[src/rtl/reduction_vector_writer_if.sv]
// reduction_vector_writer_if: launch controls, input word stream and RAM write port of the vector writer.
// Carries zero_fill only when REDUCTION_WRITER_ZERO_FILL_EN is defined.
interface reduction_vector_writer_if #(
  parameter int DWIDTH = 20,
  parameter int AWIDTH = 11
);
  logic              start;
  logic [AWIDTH-1:0] start_addr;
  logic [AWIDTH-1:0] end_addr;
  logic [DWIDTH-1:0] in_data;
  logic              in_valid;
  logic              in_ready;
  logic              ram_we;
  logic [AWIDTH-1:0] ram_addr;
  logic [DWIDTH-1:0] ram_wdata;
  logic              busy;
  logic              done;
  logic              err;
`ifdef REDUCTION_WRITER_ZERO_FILL_EN
  logic              zero_fill;
`endif
  modport slave (
`ifdef REDUCTION_WRITER_ZERO_FILL_EN
    input  zero_fill,
`endif
    input  start, start_addr, end_addr, in_data, in_valid,
    output in_ready, ram_we, ram_addr, ram_wdata, busy, done, err
  );
  modport master (
`ifdef REDUCTION_WRITER_ZERO_FILL_EN
    output zero_fill,
`endif
    output start, start_addr, end_addr, in_data, in_valid,
    input  in_ready, ram_we, ram_addr, ram_wdata, busy, done, err
  );
endinterface

[src/rtl/reduction_vector_writer.sv]
// reduction_vector_writer: streams words into RAM addresses start_addr..end_addr, then pulses done.
// Optional REDUCTION_WRITER_ZERO_FILL_EN adds zero_fill, which writes zeros instead of consuming the stream.
module reduction_vector_writer #(
  parameter int DWIDTH = 20,
  parameter int AWIDTH = 11
) (
  input logic                     clk,
  input logic                     resetn,
  reduction_vector_writer_if.slave bus
);
  typedef enum logic [1:0] {IDLE, WRITE, FIN} state_t;
  state_t            r_state, w_state;
  logic              r_start_d, r_zero, w_zero;
  logic [AWIDTH-1:0] r_ptr, w_ptr, r_end, w_end, r_addr, w_addr;
  logic [DWIDTH-1:0] r_wdata, w_wdata;
  logic              r_ready, w_ready, r_we, w_we, r_busy, w_busy;
  logic              r_done, w_done, r_err, w_err;
  logic              w_launch, w_accept, w_zf;
`ifdef REDUCTION_WRITER_ZERO_FILL_EN
  assign w_zf = bus.zero_fill;
`else
  assign w_zf = 1'b0;
`endif
  assign w_launch = bus.start & ~r_start_d;
  // zero-fill mode advances every cycle without a stream handshake
  assign w_accept = r_zero | (bus.in_valid & r_ready);
  always_comb begin
    w_state = r_state;
    w_zero  = r_zero;
    w_ptr   = r_ptr;
    w_end   = r_end;
    w_addr  = r_addr;
    w_wdata = r_wdata;
    w_ready = r_ready;
    w_we    = 1'b0;
    w_busy  = r_busy;
    w_done  = 1'b0;
    w_err   = r_err;
    if (r_state == IDLE && w_launch) begin
      if (bus.end_addr >= bus.start_addr) begin
        w_state = WRITE;
        w_ptr   = bus.start_addr;
        w_end   = bus.end_addr;
        w_busy  = 1'b1;
        w_ready = ~w_zf;
        w_zero  = w_zf;
        w_err   = 1'b0;
      end else begin
        w_state = FIN;
        w_err   = 1'b1;
      end
    end else if (r_state == WRITE && w_accept) begin
      w_we    = 1'b1;
      w_addr  = r_ptr;
      w_wdata = r_zero ? '0 : bus.in_data;
      // compare before increment so a range ending at the top address never wraps
      if (r_ptr == r_end) begin
        w_state = FIN;
        w_ready = 1'b0;
      end else begin
        w_ptr = r_ptr + AWIDTH'(1);
      end
    end else if (r_state == FIN) begin
      w_state = IDLE;
      w_busy  = 1'b0;
      w_done  = 1'b1;
    end
  end
  always_ff @(posedge clk or negedge resetn) begin
    if (!resetn) begin
      r_state   <= IDLE;
      r_start_d <= 1'b0;
      r_zero    <= 1'b0;
      r_ptr     <= '0;
      r_end     <= '0;
      r_addr    <= '0;
      r_wdata   <= '0;
      r_ready   <= 1'b0;
      r_we      <= 1'b0;
      r_busy    <= 1'b0;
      r_done    <= 1'b0;
      r_err     <= 1'b0;
    end else begin
      r_state   <= w_state;
      r_start_d <= bus.start;
      r_zero    <= w_zero;
      r_ptr     <= w_ptr;
      r_end     <= w_end;
      r_addr    <= w_addr;
      r_wdata   <= w_wdata;
      r_ready   <= w_ready;
      r_we      <= w_we;
      r_busy    <= w_busy;
      r_done    <= w_done;
      r_err     <= w_err;
    end
  end
  assign bus.in_ready  = r_ready;
  assign bus.ram_we    = r_we;
  assign bus.ram_addr  = r_addr;
  assign bus.ram_wdata = r_wdata;
  assign bus.busy      = r_busy;
  assign bus.done      = r_done;
  assign bus.err       = r_err;
endmodule
[src/flat_wrapper.sv]
// flat-port wrapper written by rule: the top's interface ports become plain ports
module reduction_vector_writer_flat 
#(
  parameter int DWIDTH = 20,
  parameter int AWIDTH = 11
)
  (clk, resetn, bus_start, bus_start_addr, bus_end_addr, bus_in_data, bus_in_valid, bus_in_ready, bus_ram_we, bus_ram_addr, bus_ram_wdata, bus_busy, bus_done, bus_err);
  reduction_vector_writer_if #(.DWIDTH(DWIDTH), .AWIDTH(AWIDTH)) bus_i ();
  input logic clk;
  input logic resetn;
  input wire logic [$bits(bus_i.start)-1:0] bus_start;
  input wire logic [$bits(bus_i.start_addr)-1:0] bus_start_addr;
  input wire logic [$bits(bus_i.end_addr)-1:0] bus_end_addr;
  input wire logic [$bits(bus_i.in_data)-1:0] bus_in_data;
  input wire logic [$bits(bus_i.in_valid)-1:0] bus_in_valid;
  output wire logic [$bits(bus_i.in_ready)-1:0] bus_in_ready;
  output wire logic [$bits(bus_i.ram_we)-1:0] bus_ram_we;
  output wire logic [$bits(bus_i.ram_addr)-1:0] bus_ram_addr;
  output wire logic [$bits(bus_i.ram_wdata)-1:0] bus_ram_wdata;
  output wire logic [$bits(bus_i.busy)-1:0] bus_busy;
  output wire logic [$bits(bus_i.done)-1:0] bus_done;
  output wire logic [$bits(bus_i.err)-1:0] bus_err;
  assign bus_i.start = bus_start;
  assign bus_i.start_addr = bus_start_addr;
  assign bus_i.end_addr = bus_end_addr;
  assign bus_i.in_data = bus_in_data;
  assign bus_i.in_valid = bus_in_valid;
  assign bus_in_ready = bus_i.in_ready;
  assign bus_ram_we = bus_i.ram_we;
  assign bus_ram_addr = bus_i.ram_addr;
  assign bus_ram_wdata = bus_i.ram_wdata;
  assign bus_busy = bus_i.busy;
  assign bus_done = bus_i.done;
  assign bus_err = bus_i.err;
  reduction_vector_writer #(.DWIDTH(DWIDTH), .AWIDTH(AWIDTH)) u_core (.clk(clk), .resetn(resetn), .bus(bus_i));
endmodule
[config.mk]
export PLATFORM = sky130hd
export DESIGN_NAME = reduction_vector_writer_flat
export DESIGN_NICKNAME = d
export VERILOG_FILES = /design/src/rtl/reduction_vector_writer_if.sv /design/src/rtl/reduction_vector_writer.sv /design/src/flat_wrapper.sv
export SDC_FILE = /design/constraint.sdc
export NUM_CORES = 1
export LEC_CHECK = 0
export ABC_AREA = 0
export BUFFER_PORTS_ARGS = -buffer_cell sky130_fd_sc_hd__buf_2
export CAP_MARGIN = 10
export CORE_MARGIN = 1
export CORE_UTILIZATION = 56
export CTS_BUF_LIST = sky130_fd_sc_hd__clkbuf_16
export DETAILED_ROUTE_END_ITERATION = 8
export GPL_TIMING_DRIVEN = 1
export PLACE_DENSITY = 0.85
export SETUP_SLACK_MARGIN = 0.3
export SYNTH_ARGS = -nofsm -noshare
export SYNTH_HDL_FRONTEND = slang
export SYNTH_SLANG_ARGS = --single-unit
[constraint.sdc]
create_clock -name clk -period 4.3 [get_ports clk]
set_clock_uncertainty 0.15 [all_clocks]
set_input_delay 0.645 -clock clk [delete_from_list [all_inputs] [get_ports clk]]
set_output_delay 0.645 -clock clk [all_outputs]
set_load 0.01 [all_outputs]
==> metrics, run 1 <==
status finished, final reports clean; I/O Pins just over 80; peak supply drop approximately 0.44 mV; grt total ovfl 0; ANT cells 0; critical-path cell list buf_2 > inv_1 > ha_1 > nand4_1 > nor3_1 > a21oi_1 > a21oi_4 > nand2b_1 > a22oi_1; vias in the first global route ~2200; via/cell ratio around 5.3; Reg area roughly 1500 sq um; CTS tree built; setup TNS 0 ns; CTS resizes 0; Finished Cell Area roughly 3700 sq um; Crit path max-delay family compound AO/OA/AOI/OAI gates; clk slew on worst S/H paths ~0.050 ns; Yosys reg bits just over 60; P_leak between 0.0015 and 0.002 uW; share of synthesized flip-flops with an asynchronous set or reset 100.0%; Post-Syn Instances about 310; Root Driver clkbuf_16; worst-skew pair later-pin latency around 0.33 ns; Fill cells 403; Final Hold Fails 0; Synth Area in XOR/XNOR 3.254%; All-Layer GR Usage about a quarter; Post-DP Area 3392 sq um; router iterations before antenna repair 5; die height 74.71 microns; critical path startpoint category input pin; clk sinks 61; CTS Hold Buffers Added 0; number of enable flip-flop cells after synthesis 0; routability cong. approximately 0.87; CTS Buf Count 9; layout cells sized above 1 29.32%; Yosys warning total 0; initial antenna violation count 0; Slew @ Worst Pin roughly 1.0 ns; total core area 5107 sq um; Min-Delay Path Class input pin to async pin; port buffer count 81; Max Clock Freq between 300 and 400 MHz; RSZ-0062 raised after global routing no; Simple-Gate Fraction of Synth Area 20.41%; Syn Nets 370; crit path DAT between 2 and 3 ns; Longest Clk Path Bufs 2; peak per-stage delay on the critical path approximately 0.61 ns; critical path type input pin to flip-flop; nets roughly 450; pwr dens slightly above 700 nW/um^2; post-route minimum period ~2.6 ns; synthesized-area fraction occupied by adder cells 5.072%; critical-path maximum fanout 25; Distinct cells, synth 36; Slew Viols, Final 0; # DRC 0; setup bufs post-CTS 0; Die W ~75 microns; main combinational cell family by area after synthesis simple AND/OR/NAND/NOR gates; routed wire length 6.646 mm; routed vias roughly 2500; first-pass GRT wire length around 11 mm; Detail Placement HPWL approximately 4.6 mm; mux share of post-synthesis cell area around 4.2%; Crit path required time between 4 and 5 ns; area of the multi-input gates between 1000 and 1500 sq um; post-route ant nets 0; largest net degree at the start of global routing 37; DRT iter0 DRCs around 180; Final period util about three fifths; sequential fraction of the synthesis area approximately half; Die ar. about 5600 sq um; Worst path slowest cell a21oi_4; DR WL/cell 14.17 microns; Setup-failing EPs final 0; Initial Util between 50 and 60%; Max-Cap Viols 0; Top FF cell, synth dfrtp_1; worst path bufs/invs 2; Area Growth Syn to Fin 25.23%; number of H-tree levels 3; syn avg cell area around 9.5 sq um; slew margin rel. 30.28%; Worst setup EP type flip-flop; Synth Cell Area a little under 3000 sq um; Rows 26; Synth Area in Compound Gates roughly 11%
-- layout make-up --
class                   instances  share of cell area (%)
clock buffers                   9                   6.075
clock inverters                 7                   2.430
inverters                      15                   1.519
multi-input cells             224                   35.10
flip-flops and latches         61                   41.17
well taps                      70                   2.362
repair buffers                 83                   11.34
-- kinds of logic (layout without fill, tap and decap cells) --
| logic type | after synthesis | after routing |
|---|---|---|
| simple gates | 141 | 141 |
| flops | 61 | 61 |
| compound gates | 49 | 49 |
| buf+inv | 27 | 114 |
| fa+ha+maj | 12 | 12 |
| xor+xnor | 11 | 11 |
| mux | 11 | 11 |
-- final timing paths --
kind	start	to	slack, ns	cells after the start
setup / recovery	bus_start_addr[10]	u_core.r_ptr[2]	1.67	9
hold / removal	resetn	u_core.bus.ram_wdata[17]	0.19	1
setup reg to reg	u_core.r_state[1]	u_core.r_ptr[7]	1.76	7
hold reg to reg	u_core.bus.ram_addr[9]	u_core.bus.ram_addr[9]	0.32	2
max in group asynchronous	resetn	u_core.bus.in_ready	2.96	2
min in group clk	bus_start	u_core.r_start_d	0.30	1
-- sequential cells by signal, indices dropped and copies added, names as in the netlist --
register,flops
u_core.bus.busy,1
u_core.bus.ram_addr,11
u_core.bus.ram_wdata,20
u_core.bus.in_ready,1
u_core.bus.done,1
u_core.r_ptr,11
u_core.bus.ram_we,1
u_core.bus.err,1
u_core.r_start_d,1
u_core.r_end,11
u_core.r_state,2
-- placed cells by master, fill, tap and decap left out, types with 2 or more instances in the layout --
cell,Yosys,routed
clkinv_2,0,2
xnor2_1,11,11
nand2b_1,2,2
nand3_1,7,7
o21ai_0,16,16
buf_4,0,2
nand4_1,6,6
a221oi_2,2,2
nor2b_1,2,2
dfrtp_1,61,61
nand2_1,103,103
buf_2,1,81
a22o_1,2,2
mux2_2,11,11
bufinv_16,0,2
o22ai_1,2,2
a211oi_1,2,2
nor2_1,9,9
clkbuf_16,0,9
nor3_1,7,7
inv_1,14,14
a21oi_1,17,17
ha_1,12,12
-- routing by layer --
layer / GRT usage (%) / vias up / wire length (microns)
met5: 0 / - / 0
met4: 8.595 / 0 / 70
met3: 8.032 / 8 / 473
met2: 40.34 / 108 / 3134
met1: 34.34 / 1151 / 2968
li1: - / 1214 / -
-- power breakdown --
part           leakage [uW]  switching (uW)  total, uW  internal, uW
combinational       0.00105             476        862           386
clock              0.000153             253        756           503
sequential         0.000743             212       1040           833
-- cells in the mapped netlist, drive strengths merged, types with 2 or more instances --
library cell	instances	area share, %
nand4	6	1.3
mux2	11	4.2
a221oi	3	1.3
nand2	103	13
ha	12	5.1
nor2b	2	0.42
clkbuf	6	0.76
o21ai	16	2.7
a211oi	2	0.51
dfrtp	61	52
xnor2	11	3.3
nand2b	2	0.42
nor2	10	1.4
buf	6	1.8
nand3	7	1.2
o22ai	2	0.42
a22o	2	0.59
nor3	7	1.2
inv	15	1.9
a21oi	18	3.4
-- stage by stage --
stage               utilization (%)  total power, uW  setup slack, ns  cells  hold slack, ns
finish                        72.59             2663            1.669    469          0.1901
global route                  72.59             2837            1.546    469          0.2415
CTS                           72.59             2679            1.691    469          0.2055
detailed placement            66.41             1901            1.353    453          0.3071
global placement              66.41             1850            1.414    453          0.3026
floorplan                         -             1594            1.920    312          0.1994
Note: power is estimated with default switching activity, not from simulation.
==> inputs of run 2 (changes only) <==
--- a/config.mk
+++ b/config.mk
@@ -9,11 +9,11 @@
 export BUFFER_PORTS_ARGS = -buffer_cell sky130_fd_sc_hd__buf_2
 export CAP_MARGIN = 10
 export CORE_MARGIN = 1
-export CORE_UTILIZATION = 56
+export CORE_UTILIZATION = 52
 export CTS_BUF_LIST = sky130_fd_sc_hd__clkbuf_16
 export DETAILED_ROUTE_END_ITERATION = 8
 export GPL_TIMING_DRIVEN = 1
-export PLACE_DENSITY = 0.85
+export PLACE_DENSITY = 0.79
 export SETUP_SLACK_MARGIN = 0.3
 export SYNTH_ARGS = -nofsm -noshare
 export SYNTH_HDL_FRONTEND = slang
==> constraint.sdc (replaced) <==
create_clock -name clk -period 2.6 [get_ports clk]
set_clock_uncertainty 0.15 [all_clocks]
set_input_delay 0.39 -clock clk [delete_from_list [all_inputs] [get_ports clk]]
set_output_delay 0.39 -clock clk [all_outputs]
set_load 0.01 [all_outputs]
==> run 2 against run 1 <==
Compared with the run above: the flow now finishes with violations (design-rule violations); die area increased by 7.5%; sequential power is 64% higher; register-to-register slack lost 1.2 ns; critical path depth stayed put; setup slack got worse by 1.2 ns; total power is 62% higher; first-iteration DRC count is 27% higher; global-route usage shrank 2.0 points; largest power group unchanged.
==> metrics, run 2 (synthesis results as in run 1) <==
peak supply drop ~0.60 mV; critical path type input pin to flip-flop; Root Driver clkbuf_16; GR Util met3 5.882%; gr busiest metal met2; setup TNS 0 ns; critical path startpoint category input pin; Area Growth Syn to Fin 27.94%; Final period util ~84%; Reg2Reg Depth 4; Die ar. approximately 6000 sq um; peak per-stage delay on the critical path 0.35 ns; Crit path required time roughly 2.7 ns; # DRC 2; Rows 27; router iterations before antenna repair 6; failing checks design-rule violations; Worst path slowest cell mux2_2; worst path bufs/invs 3; Reg2Reg Launch Point u_core.r_state[0]; P_leak 0.002007 uW; Die W a little under 80 microns; layout cells sized above 1 32.04%; Slew Viols, Final 0; Largest register FFs 20; most frequent cells in the layout nand2_1 (103), buf_2 (81), dfrtp_1 (61); Crit path max-delay family simple AND/OR/NAND/NOR gates; Post-DP Area about 3400 sq um; RSZ-0062 raised after global routing no; CTS tree built; grt met1 use about 32%; worst-skew pair later-pin latency approximately 0.32 ns; Max-Cap Viols 0; worst reg2reg endpoint u_core.r_end[8]; Hold Startpoint bus_start; most common cell after layout, fill and taps aside nand2_1; status finished, violations left; Detail Placement HPWL between 4 and 5 mm; Setup-failing EPs final 0; clk sinks a little over 60; Slew @ Worst Pin around 0.75 ns; Worst setup EP type flip-flop; grt total ovfl 0; total core area around 5500 sq um; number of H-tree levels 3; slew margin rel. between 40 and 50%; DP Worst Slack 0.05705 ns; Finished Cell Area 3787 sq um; All-Layer GR Usage around a quarter; routed wire length ~6.7 mm; Hold WS between 0.05 and 0.06 ns; via/cell ratio 5.217; largest net degree at the start of global routing 62; post-route minimum period between 2 and 2.5 ns; routability cong. between 0.8 and 0.9; critical-path maximum fanout 9; ANT cells 0; critical-path cell list buf_2 > inv_1 > ha_1 > nand4_1 > nor3_1 > a21oi_2 > a21oi_4 > buf_4 > mux2_2; met2 usage 36.11%; worst hold endpoint u_core.r_start_d; Final WS setup roughly 0.43 ns; I/O Pins between 80 and 90; nets 465; DR WL/cell 13.75 microns; Reg2Reg Setup Slack ~0.54 ns; die height just under 80 microns; first-pass GRT wire length around 11 mm; routed vias around 2500; Max Clock Freq 460.3 MHz; Longest Clk Path Bufs 2; CTS Buf Count 9; initial antenna violation count 0; Min-Delay Path Class input pin to flip-flop; vias in the first global route roughly 2400; pwr dens 1142 nW/um^2; hold depth 1; DRT iter0 DRCs around 230; Initial Util between 50% and 60%; crit path DAT 2.22 ns; Final Hold Fails 0; clk slew on worst S/H paths approximately 0.050 ns; port buffer count 81; post-route ant nets 0
-- run 2: cell count changes in the layout (fill, tap and decap cells not counted) --
cell       before  now
bufinv_16       2    1
clkinv_2        2    4
clkinv_1        1    0
buf_4           2   15
a21oi_1        17   16
a21oi_2         0    1
-- run 2: worst max-delay path by stage --
stage,depth (start not counted),slack [ns],end,startpoint
2_1_floorplan,8,0.48,u_core.r_end[2],bus_start_addr[10]
3_5_place_dp,9,0.06,u_core.r_ptr[8],bus_start_addr[10]
3_3_place_gp,9,0.09,u_core.r_ptr[2],bus_start_addr[10]
4_1_cts,9,0.37,u_core.r_ptr[8],bus_start_addr[10]
6_report,9,0.43,u_core.r_end[8],bus_start_addr[10]
5_1_grt,11,0.31,u_core.r_ptr[1],bus_start_addr[10]
-- run 2: final cells by class --
cell class / instances / area (sq um)
multi-input combinational: 224 / 1305
tap: 72 / 90.09
clock inverter: 7 / 66.31
clock buffer: 9 / 225.2
fill: 420 / 1719
inverter: 15 / 56.30
timing repair buffer: 96 / 518.0
sequential: 61 / 1526
-- run 2: power by group --
group / internal (uW) / switching (uW)
logic: 674 / 799
clock network: 735 / 411
registers: 1380 / 329
total: 2790 / 1540
-- run 2: routing by layer --
| layer | wire length, microns | vias to the layer above | share of wire, % |
|---|---|---|---|
| li1 | - | 1244 | - |
| met3 | 425 | 11 | 6.4 |
| met1 | 3054 | 1158 | 46 |
| met2 | 3086 | 112 | 46 |
| met5 | 0 | - | 0 |
| met4 | 89 | 0 | 1.3 |
-- run 2: what timing repair did --
action | CTS | global route
gates resized for setup | 0 | 1
setup endpoints to repair | 0 | 22
hold buffers | 0 | 0
buffers inserted | 0 | 6
-- run 2: metrics by stage --
stage / cells / total power, uW / utilization, %
6_report: 484 / 4326 / 68.78
5_1_grt: 484 / 4611 / 68.78
4_1_cts: 478 / 4342 / 67.89
3_5_place_dp: 462 / 3179 / 62.60
3_3_place_gp: 462 / 3122 / 62.60
2_1_floorplan: 312 / 2636 / -
